$ cat config.mk
export PLATFORM = sky130hd
export DESIGN_NAME = hpdc_l15_store_buf
export DESIGN_NICKNAME = d
export VERILOG_FILES = /design/src/rtl/hpdc_l15_store_buf.sv
export SDC_FILE = /design/constraint.sdc
export NUM_CORES = 1
export LEC_CHECK = 0
export CAP_MARGIN = 20
export CORE_MARGIN = 2
export CORE_UTILIZATION = 50
export DETAILED_ROUTE_END_ITERATION = 10
export GPL_TIMING_DRIVEN = 0
export PLACE_DENSITY = 0.69
export SLEW_MARGIN = 0
export SYNTH_ARGS = -nofsm -noshare
export SYNTH_HDL_FRONTEND = slang
export SYNTH_SLANG_ARGS = --single-unit
$ cat constraint.sdc
create_clock -name clk_i -period 29.1 [get_ports clk_i]
set_input_delay 7.275 -clock clk_i [delete_from_list [all_inputs] [get_ports clk_i]]
set_output_delay 7.275 -clock clk_i [all_outputs]
set_load 0.02 [all_outputs]
$ cat src/rtl/hpdc_l15_store_buf.sv
// hpdc_l15_store_buf
//   Write-through store buffer between the HPDcache store path and the
//   OpenPiton L1.5 request port. Stores are queued in a circular buffer and
//   issued in order, with data and byte enables byte-swapped for the
//   big-endian NoC. In-flight stores (issued, not yet completed) are bounded
//   by an outstanding counter.
//
//   Optional feature macro: HPDC_L15_STORE_BUF_MERGE_EN
//     defined   - a cacheable store to the same doubleword as the tail entry
//                 is merged into it (bytewise overwrite, be OR-ed), unless the
//                 tail is the head currently being presented to the L1.5.
//     undefined - every accepted store takes its own entry.
//
// Ports
//   clk_i, rst_ni                 clock, synchronous active-low reset
//   st_valid_i/st_ready_o         store request handshake
//   st_addr_i/st_data_i/st_be_i   store doubleword address, LE data, byte enables
//   st_nc_i                       non-cacheable store (never merged)
//   flush_i                       drain request (level)
//   l15_req_*                     request to L1.5 (val/ack handshake), swapped lanes
//   l15_st_ack_i                  store completion, one per issued store
//   empty_o                       no entries and nothing outstanding
//   outst_cnt_o                   current outstanding count
module hpdc_l15_store_buf #(
    parameter int DEPTH           = 8,
    parameter int MAX_OUTSTANDING = 7,
    parameter int ADDR_W          = 64
) (
    input  logic              clk_i,
    input  logic              rst_ni,
    input  logic              st_valid_i,
    output logic              st_ready_o,
    input  logic [ADDR_W-1:0] st_addr_i,
    input  logic [63:0]       st_data_i,
    input  logic [7:0]        st_be_i,
    input  logic              st_nc_i,
    input  logic              flush_i,
    output logic              l15_req_val_o,
    input  logic              l15_req_ack_i,
    output logic [ADDR_W-1:0] l15_req_addr_o,
    output logic [63:0]       l15_req_data_o,
    output logic [7:0]        l15_req_be_o,
    output logic              l15_req_nc_o,
    input  logic              l15_st_ack_i,
    output logic              empty_o,
    output logic [3:0]        outst_cnt_o
);
    localparam int PTR_W = $clog2(DEPTH);
    localparam int CNT_W = PTR_W + 1;
    localparam int TAG_W = ADDR_W - 3;

`ifdef HPDC_L15_STORE_BUF_MERGE_EN
    localparam bit MergeEn = 1'b1;
`else
    localparam bit MergeEn = 1'b0;
`endif

    typedef enum logic {RUN, DRAIN} state_e;

    // Entry payload (not reset: only the valid bits and pointers matter)
    logic [TAG_W-1:0] tag_q  [DEPTH];
    logic [63:0]      data_q [DEPTH];
    logic [7:0]       be_q   [DEPTH];
    logic [DEPTH-1:0] nc_q;

    // Control state
    logic [DEPTH-1:0] vld_q;
    logic [PTR_W-1:0] rd_ptr_q, rd_ptr_d, wr_ptr_q, wr_ptr_d;
    logic [CNT_W-1:0] count_q, count_d;
    logic [3:0]       outst_q, outst_d;
    state_e           state_q;

    logic [PTR_W-1:0] tail_idx;
    logic             merge_hit, st_acc, push, pop, ack_ok;
    logic [63:0]      merged_data;
    logic             addr_lo_unused;

    assign addr_lo_unused = ^st_addr_i[2:0];
    assign tail_idx       = wr_ptr_q - PTR_W'(1);

    assign l15_req_val_o = rst_ni && (count_q != '0) && (outst_q < 4'(MAX_OUTSTANDING));

    // The presented head must stay stable until acked, so a tail that is
    // also the presented head is not a merge target.
    assign merge_hit = MergeEn && st_valid_i && (count_q != '0) && vld_q[tail_idx]
                     && (tag_q[tail_idx] == st_addr_i[ADDR_W-1:3])
                     && !st_nc_i && !nc_q[tail_idx]
                     && !((tail_idx == rd_ptr_q) && l15_req_val_o);

    assign st_ready_o = rst_ni && (state_q == RUN)
                      && ((count_q < CNT_W'(DEPTH)) || merge_hit);
    assign st_acc     = st_valid_i && st_ready_o;
    assign push       = st_acc && !merge_hit;
    assign pop        = l15_req_val_o && l15_req_ack_i;
    // Completion with nothing outstanding is dropped
    assign ack_ok     = l15_st_ack_i && (outst_q != '0);

    assign empty_o        = (count_q == '0) && (outst_q == '0);
    assign outst_cnt_o    = outst_q;
    assign l15_req_addr_o = {tag_q[rd_ptr_q], 3'b000};
    assign l15_req_nc_o   = nc_q[rd_ptr_q];

    always_comb begin
        l15_req_data_o = '0;
        l15_req_be_o   = '0;
        merged_data    = data_q[tail_idx];
        for (int i = 0; i < 8; i++) begin
            // NoC is big-endian: lane i of the request is entry lane 7-i
            l15_req_data_o[8*i +: 8] = data_q[rd_ptr_q][8*(7-i) +: 8];
            l15_req_be_o[i]          = be_q[rd_ptr_q][7-i];
            if (st_be_i[i]) begin
                merged_data[8*i +: 8] = st_data_i[8*i +: 8];
            end
        end
    end

    always_comb begin
        count_d  = count_q;
        outst_d  = outst_q;
        rd_ptr_d = rd_ptr_q;
        wr_ptr_d = wr_ptr_q;
        case ({push, pop})
            2'b10:   count_d = count_q + CNT_W'(1);
            2'b01:   count_d = count_q - CNT_W'(1);
            default: count_d = count_q;
        endcase
        case ({pop, ack_ok})
            2'b10:   outst_d = outst_q + 4'd1;
            2'b01:   outst_d = outst_q - 4'd1;
            default: outst_d = outst_q;
        endcase
        if (pop) begin
            rd_ptr_d = rd_ptr_q + PTR_W'(1);
        end
        if (push) begin
            wr_ptr_d = wr_ptr_q + PTR_W'(1);
        end
    end

    always_ff @(posedge clk_i) begin
        if (push) begin
            tag_q[wr_ptr_q]  <= st_addr_i[ADDR_W-1:3];
            data_q[wr_ptr_q] <= st_data_i;
            be_q[wr_ptr_q]   <= st_be_i;
            nc_q[wr_ptr_q]   <= st_nc_i;
        end else if (st_acc) begin
            data_q[tail_idx] <= merged_data;
            be_q[tail_idx]   <= be_q[tail_idx] | st_be_i;
        end
    end

    always_ff @(posedge clk_i) begin
        if (!rst_ni) begin
            vld_q    <= '0;
            rd_ptr_q <= '0;
            wr_ptr_q <= '0;
            count_q  <= '0;
            outst_q  <= '0;
            state_q  <= RUN;
        end else begin
            if (pop) begin
                vld_q[rd_ptr_q] <= 1'b0;
            end
            if (push) begin
                vld_q[wr_ptr_q] <= 1'b1;
            end
            rd_ptr_q <= rd_ptr_d;
            wr_ptr_q <= wr_ptr_d;
            count_q  <= count_d;
            outst_q  <= outst_d;
            case (state_q)
                RUN: begin
                    if (flush_i) begin
                        state_q <= DRAIN;
                    end
                end
                DRAIN: begin
                    if ((count_q == '0) && (outst_q == '0) && !flush_i) begin
                        state_q <= RUN;
                    end
                end
                default: state_q <= RUN;
            endcase
        end
    end

    a_outst_max: assert property (@(posedge clk_i) disable iff (!rst_ni)
        outst_q <= 4'(MAX_OUTSTANDING));
    a_count_max: assert property (@(posedge clk_i) disable iff (!rst_ni)
        count_q <= CNT_W'(DEPTH));
    a_head_stable: assert property (@(posedge clk_i) disable iff (!rst_ni)
        (l15_req_val_o && !l15_req_ack_i) |=> (l15_req_val_o
            && $stable(l15_req_addr_o) && $stable(l15_req_data_o)
            && $stable(l15_req_be_o) && $stable(l15_req_nc_o)));
    c_stray_st_ack: cover property (@(posedge clk_i)
        rst_ni && l15_st_ack_i && (outst_q == '0));

endmodule

# After elaboration in Yosys (flattened, before gate mapping)

Memories as Yosys holds them, arrays and structs flattened. A register that Yosys moved wholly into a read port is not among the register bits.
Index checks and enable logic that the tools add are counted.

Bits in registers: 23
Bits in latches: 0
RAM bits: 1064
Memory bits (read-only): 0
Output and inout port bits: 144
Memories: 3

Memories:

| memory | depth | width | rd ports | clocked after memory_dff | write ports | RTL line | source |
|---|---|---|---|---|---|---|---|
| data_q | 8     | 64    | 1        | 1                        | 1           | 62       | `logic [63:0] data_q [DEPTH];` |
| tag_q  | 8     | 61    | 1        | 1                        | 1           | 61       | `logic [TAG_W-1:0] tag_q [DEPTH];` |
| be_q   | 8     | 8     | 1        | 1                        | 1           | 63       | `logic [7:0] be_q [DEPTH];` |

$add $sub $neg: 6
Multipliers: 0
Divide/modulo/power cells: 0
Order comparisons: 5
Equality and inequality tests: 4
Shift-type cells: 0
Mux-type cells: 18
Bitwise gates (word level): 1
Reduce and logical (&&, ||, !) cells: 17

Operators by type and width:

| cell                                                               | count |
|---|---|
| two-way mux 3 bit                                                  | 6 |
| one-hot mux 4 bit (2 select lines)                                 | 2 |
| logical AND 1 bit                                                  | 10 |
| adder 4 x 1 -> 4 bit (second input constant)                       | 2 |
| bitwise mux 8 bit                                                  | 1 |
| logical NOT 4 bit                                                  | 2 |
| < comparator 3 x 4 -> 1 bit (second input constant)                | 2 |
| nonzero test 4 bit                                                 | 2 |
| subtractor 4 x 1 -> 4 bit (second input constant)                  | 2 |
| adder 3 x 1 -> 3 bit (second input constant)                       | 2 |
| two-way mux 1 bit                                                  | 6 |
| == test 2 x 1 -> 1 bit (second input constant)                     | 2 |
| == test 2 bit (second input constant)                              | 2 |
| < comparator 4 x 3 -> 1 bit (second input constant)                | 1 |
| < comparator 4 bit (second input constant)                         | 1 |
| nonzero test 2 bit                                                 | 2 |
| binary-select mux 1 bit (select 3 bit)                             | 1 |
| demux 1 bit (select 3 bit)                                         | 1 |
| greater-or-equal comparator 3 x 1 -> 1 bit (second input constant) | 1 |
| one-hot mux 1 bit (2 select lines)                                 | 1 |
| logical NOT 1 bit                                                  | 1 |
| NOT 1 bit                                                          | 1 |

# Logic depth before layout (Yosys ltp)

Depth after elaboration: 6
Gate-level depth with buffers: 12

# Least setup slack after synthesis

No wires, ideal clock.

Path type: input to register
Start point: input port rst_ni
End point: memory be_q[0][0], enable pin
Setup time: 0.792 ns
Data arrival time: 16.878 ns
Required time: 28.308 ns
Slack: 11.430 ns
Cell stages on the path: 4
Path buffers: 1
Cell sequence: buf_2 -> and4bb_2 -> nand2b_1 -> nor3_1

Cells in the longest elaborated chain, start to end: 5

Ends and longest elaborated chain:

| item                                    | RTL line | source |
|---|---|---|
| start: declaration                      | 30       | `input logic rst_ni,` |
| logical AND 1 bit                       | 90       | `assign st_ready_o = rst_ni && (state_q == RUN)` |
| logical AND 1 bit                       | 91       | `&& ((count_q < CNT_W'(DEPTH)) \|\| merge_hit);` |
| logical AND 1 bit                       | 92       | `assign st_acc = st_valid_i && st_ready_o;` |
| two-way mux 1 bit                       | 141      | `if (push) begin` |
| two-way mux 1 bit (not written as such) | 144      | `be_q[wr_ptr_q] <= st_be_i;` |
| end: declaration                        | 63       |  |

No other way between the ends.

# Worst setup path after layout

Start point: input port rst_ni
End point: output port l15_req_val_o

Cells in the longest elaborated chain, start to end: 2

Ends and longest elaborated chain:

| item                            | RTL line | source |
|---|---|---|
| logical AND 1 bit (2 in series) | 81       | `assign l15_req_val_o = rst_ni && (count_q != '0) && (outst_q < 4'(MAX_OUTSTANDING));` |
| end: declaration                | 38       | `output logic l15_req_val_o,` |

No other way between the ends.

==> results.json <==
{
  "status": "complete, no violations",
  "cts.repair.resized": 0,
  "synth_area_leaders": "edfxtp_1 78%, mux4_2 15%, mux2_2 3.7%",
  "fin_nets": 2276,
  "setup_viol": 0,
  "synth_area_um2": 41200,
  "clock_sinks": 1090,
  "place_congestion": 0.720,
  "yosysSeqAreaShare": 0.789,
  "nFillCells": 5539,
  "met1_usage": 0.269,
  "p_per_area_nw_per_um2": 70.0,
  "io_pins": 287,
  "htree_levels": 3,
  "ctsLongestPathBuffers": 3,
  "coreArea_um2": 81800,
  "synth_compound_area_frac": 0.00228,
  "die_w_um": 291,
  "fin_crit_sh": 0.542,
  "min_delay_path_depth": 2,
  "grt-ovfl-total": 0,
  "grt_max_degree": 24,
  "antenna_found_initial": 13,
  "grt_pass1_vias": 20100,
  "synth_seq_cells": 1090,
  "p_leak_nw": 15.6,
  "cp-start-kind": "input port",
  "rsz0062_at_grt": "false",
  "dieHeight_um": 291,
  "max_freq_mhz": 63.4,
  "wl_mm": 85.8,
  "top_usage_layer": "met2",
  "worstPathArrival_ns": 8.50,
  "hold_viol": 0,
  "worst-slew-pin-transition_ns": 1.03,
  "first_pass_iters": 5,
  "ant_nets": 0,
  "timing.hold.ws_ns": 0.504,
  "synthSimpleGateAreaFrac": 0.00655,
  "utilization": 0.614,
  "synth_edf_count": 1072,
  "vias": 18700,
  "dieArea_um2": 84800,
  "drcViolationCount": 0,
  "worstRegToRegCells": 9,
  "cts_hold_buf": 0,
  "synth_top_flop_cell": "edfxtp_1",
  "port_buffers": 279,
  "worst_hold_path_type": "flop to flop",
  "yosysWarningCount": 0,
  "ir_worst_vdd_uv": 43.5,
  "postSynth.asyncResetShare": 0,
  "muxShareOfSynthArea": 0.185,
  "hpwl_mm": 53.8,
  "yosys.area_share.adder": 0.00243,
  "drive_gt1_frac": 0.312,
  "cts_setup_buffers": 0,
  "met3_usage": 0.0479,
  "finClkSkew_ns": 0.0179,
  "synth_xor_xnor_area_share": 0.00149,
  "cts_tree": "yes",
  "cts_made_buffers": 108,
  "report.final.slew_viol_count": 0,
  "pre_cts_ws_ns": 13.32,
  "initial_core_util": 0.504,
  "clk_latency_ns": 0.66,
  "clkSlewWorstSetupHoldPaths_ns": 0.06,
  "grt_pass1_wl_mm": 128,
  "areaGrowthSynthToFinish_pct": 21.8,
  "synth_top_family_by_area": "multiplexers",
  "finalCriticalPeriod_ns": 15.77,
  "grt_usage": 0.204,
  "drt_iter0_markers": 1371,
  "cp_max_fo": 10,
  "worstPathRequired_ns": 21.82,
  "syn_inst": 1664,
  "worstSetupEndpointType": "output port",
  "setup_slack_ns": 13.33,
  "syn_area_per_cell_um2": 24.8,
  "netlist.top_cell.by_area": "edfxtp_1",
  "dpl_cell_area_um2": 46600,
  "wl_per_cell_um": 26.1,
  "seqCellArea_um2": 32600,
  "cts-root-buf": "clkbuf_16",
  "synth.distinct_cells": 35,
  "synth.top_cell.area_share": 0.781,
  "critPathKind": "input port to output port",
  "avgViaCountPerCell": 5.69,
  "row_count": 105,
  "final_area_um2": 50200,
  "fin_tns_setup_ns": 0,
  "globalRouteMet2Util": 0.342,
  "multiInputGateArea_um2": 8210,
  "relSlewSlack": 0.311,
  "drv_cap": 0
}
==> area by class of cell <==
class                      count  share of cell area
sequential                  1090               0.648
multi-input combinational    493               0.163
timing repair buffer         349              0.0786
clock buffer                 124              0.0562
tap                         1070              0.0267
clock inverter                75              0.0162
buffer                        80              0.0105
antenna                        5            0.000249
inverter                       3            0.000224
==> power breakdown <==
group / leakage [nW] / internal [mW] / switching, mW
Sequential: 9.82 / 1.74 / 0.00702
Combinational: 4.00 / 0.189 / 0.172
Clock: 1.78 / 0.824 / 0.581
Total: 15.6 / 2.75 / 0.760
==> per-layer routing <==
| layer | share of wire | up-vias |
|---|---|---|
| li1 | - | 8073 |
| met1 | 0.39 | 9896 |
| met2 | 0.51 | 582 |
| met3 | 0.070 | 133 |
| met4 | 0.022 | 20 |
| met5 | 0.0015 | - |
==> worst max-delay path: stages <==
cell	delay, ns
buf_2	0.20
nand2b_1	0.10
nor3_1	0.26
clkdlybuf4s50_1	0.67
==> cell usage in the layout, fill, tap and decap left out, drive strengths merged, types with 3 or more instances in the layout <==
cell | Yosys | layout
xnor2 | 3 | 3
nor2b | 4 | 4
and2 | 3 | 3
nor3 | 3 | 3
clkinv | 1 | 50
inv | 2 | 7
o21ai | 5 | 5
ha | 8 | 8
a21oi | 3 | 3
buf | 57 | 127
xor2 | 4 | 4
conb | 1 | 3
diode | 0 | 5
bufinv | 0 | 14
nand2b | 6 | 6
clkbuf | 23 | 147
mux4 | 268 | 268
a21boi | 4 | 4
nand2 | 16 | 16
mux2i | 7 | 7
mux2 | 134 | 134
clkdlybuf4s50 | 0 | 279
edfxtp | 1072 | 1072
clkinvlp | 0 | 7
nor2 | 8 | 8
dfxtp | 18 | 18
==> sequential cells by signal, summed over array words and instances (netlist names), named ones only <==
register / cells
count_q: 4
nc_q: 8
state_q: 1
data_q: 512
be_q: 64
wr_ptr_q: 3
rd_ptr_q: 3
outst_cnt_o: 4
tag_q: 488
==> synth_stat cells, types with 5 or more instances <==
master,number
buf_2,9
dfxtp_1,18
mux2_2,134
buf_1,18
nor2_1,8
nand2b_1,6
clkbuf_1,23
mux2i_1,7
nand2_1,16
mux4_2,268
buf_6,27
edfxtp_1,1072
o21ai_0,5
ha_1,8
==> path summary, 6_finish.rpt <==
check	slack, ns	end	startpoint
max reg2reg	25.82	tag_q[0][15]	count_q[3]
min	0.50	count_q[3]	count_q[3]
max	13.33	l15_req_val_o	rst_ni
min reg2reg	0.50	count_q[3]	count_q[3]
==> logic make-up after synthesis <==
logic type | after synthesis
compound gates | 15
xor+xnor | 7
fa+ha+maj | 8
buf+inv | 83
flops | 1090
mux | 409
other cells | 1
simple gates | 51
==> per-stage QoR <==
step	instances	power, mW
CTS	3284	3.55
detailed placement	3085	2.15
global route	3287	3.63
global placement	3015	2.15
finish	3289	3.51
floorplan	1666	2.00
(Power assumes the default switching activity.)
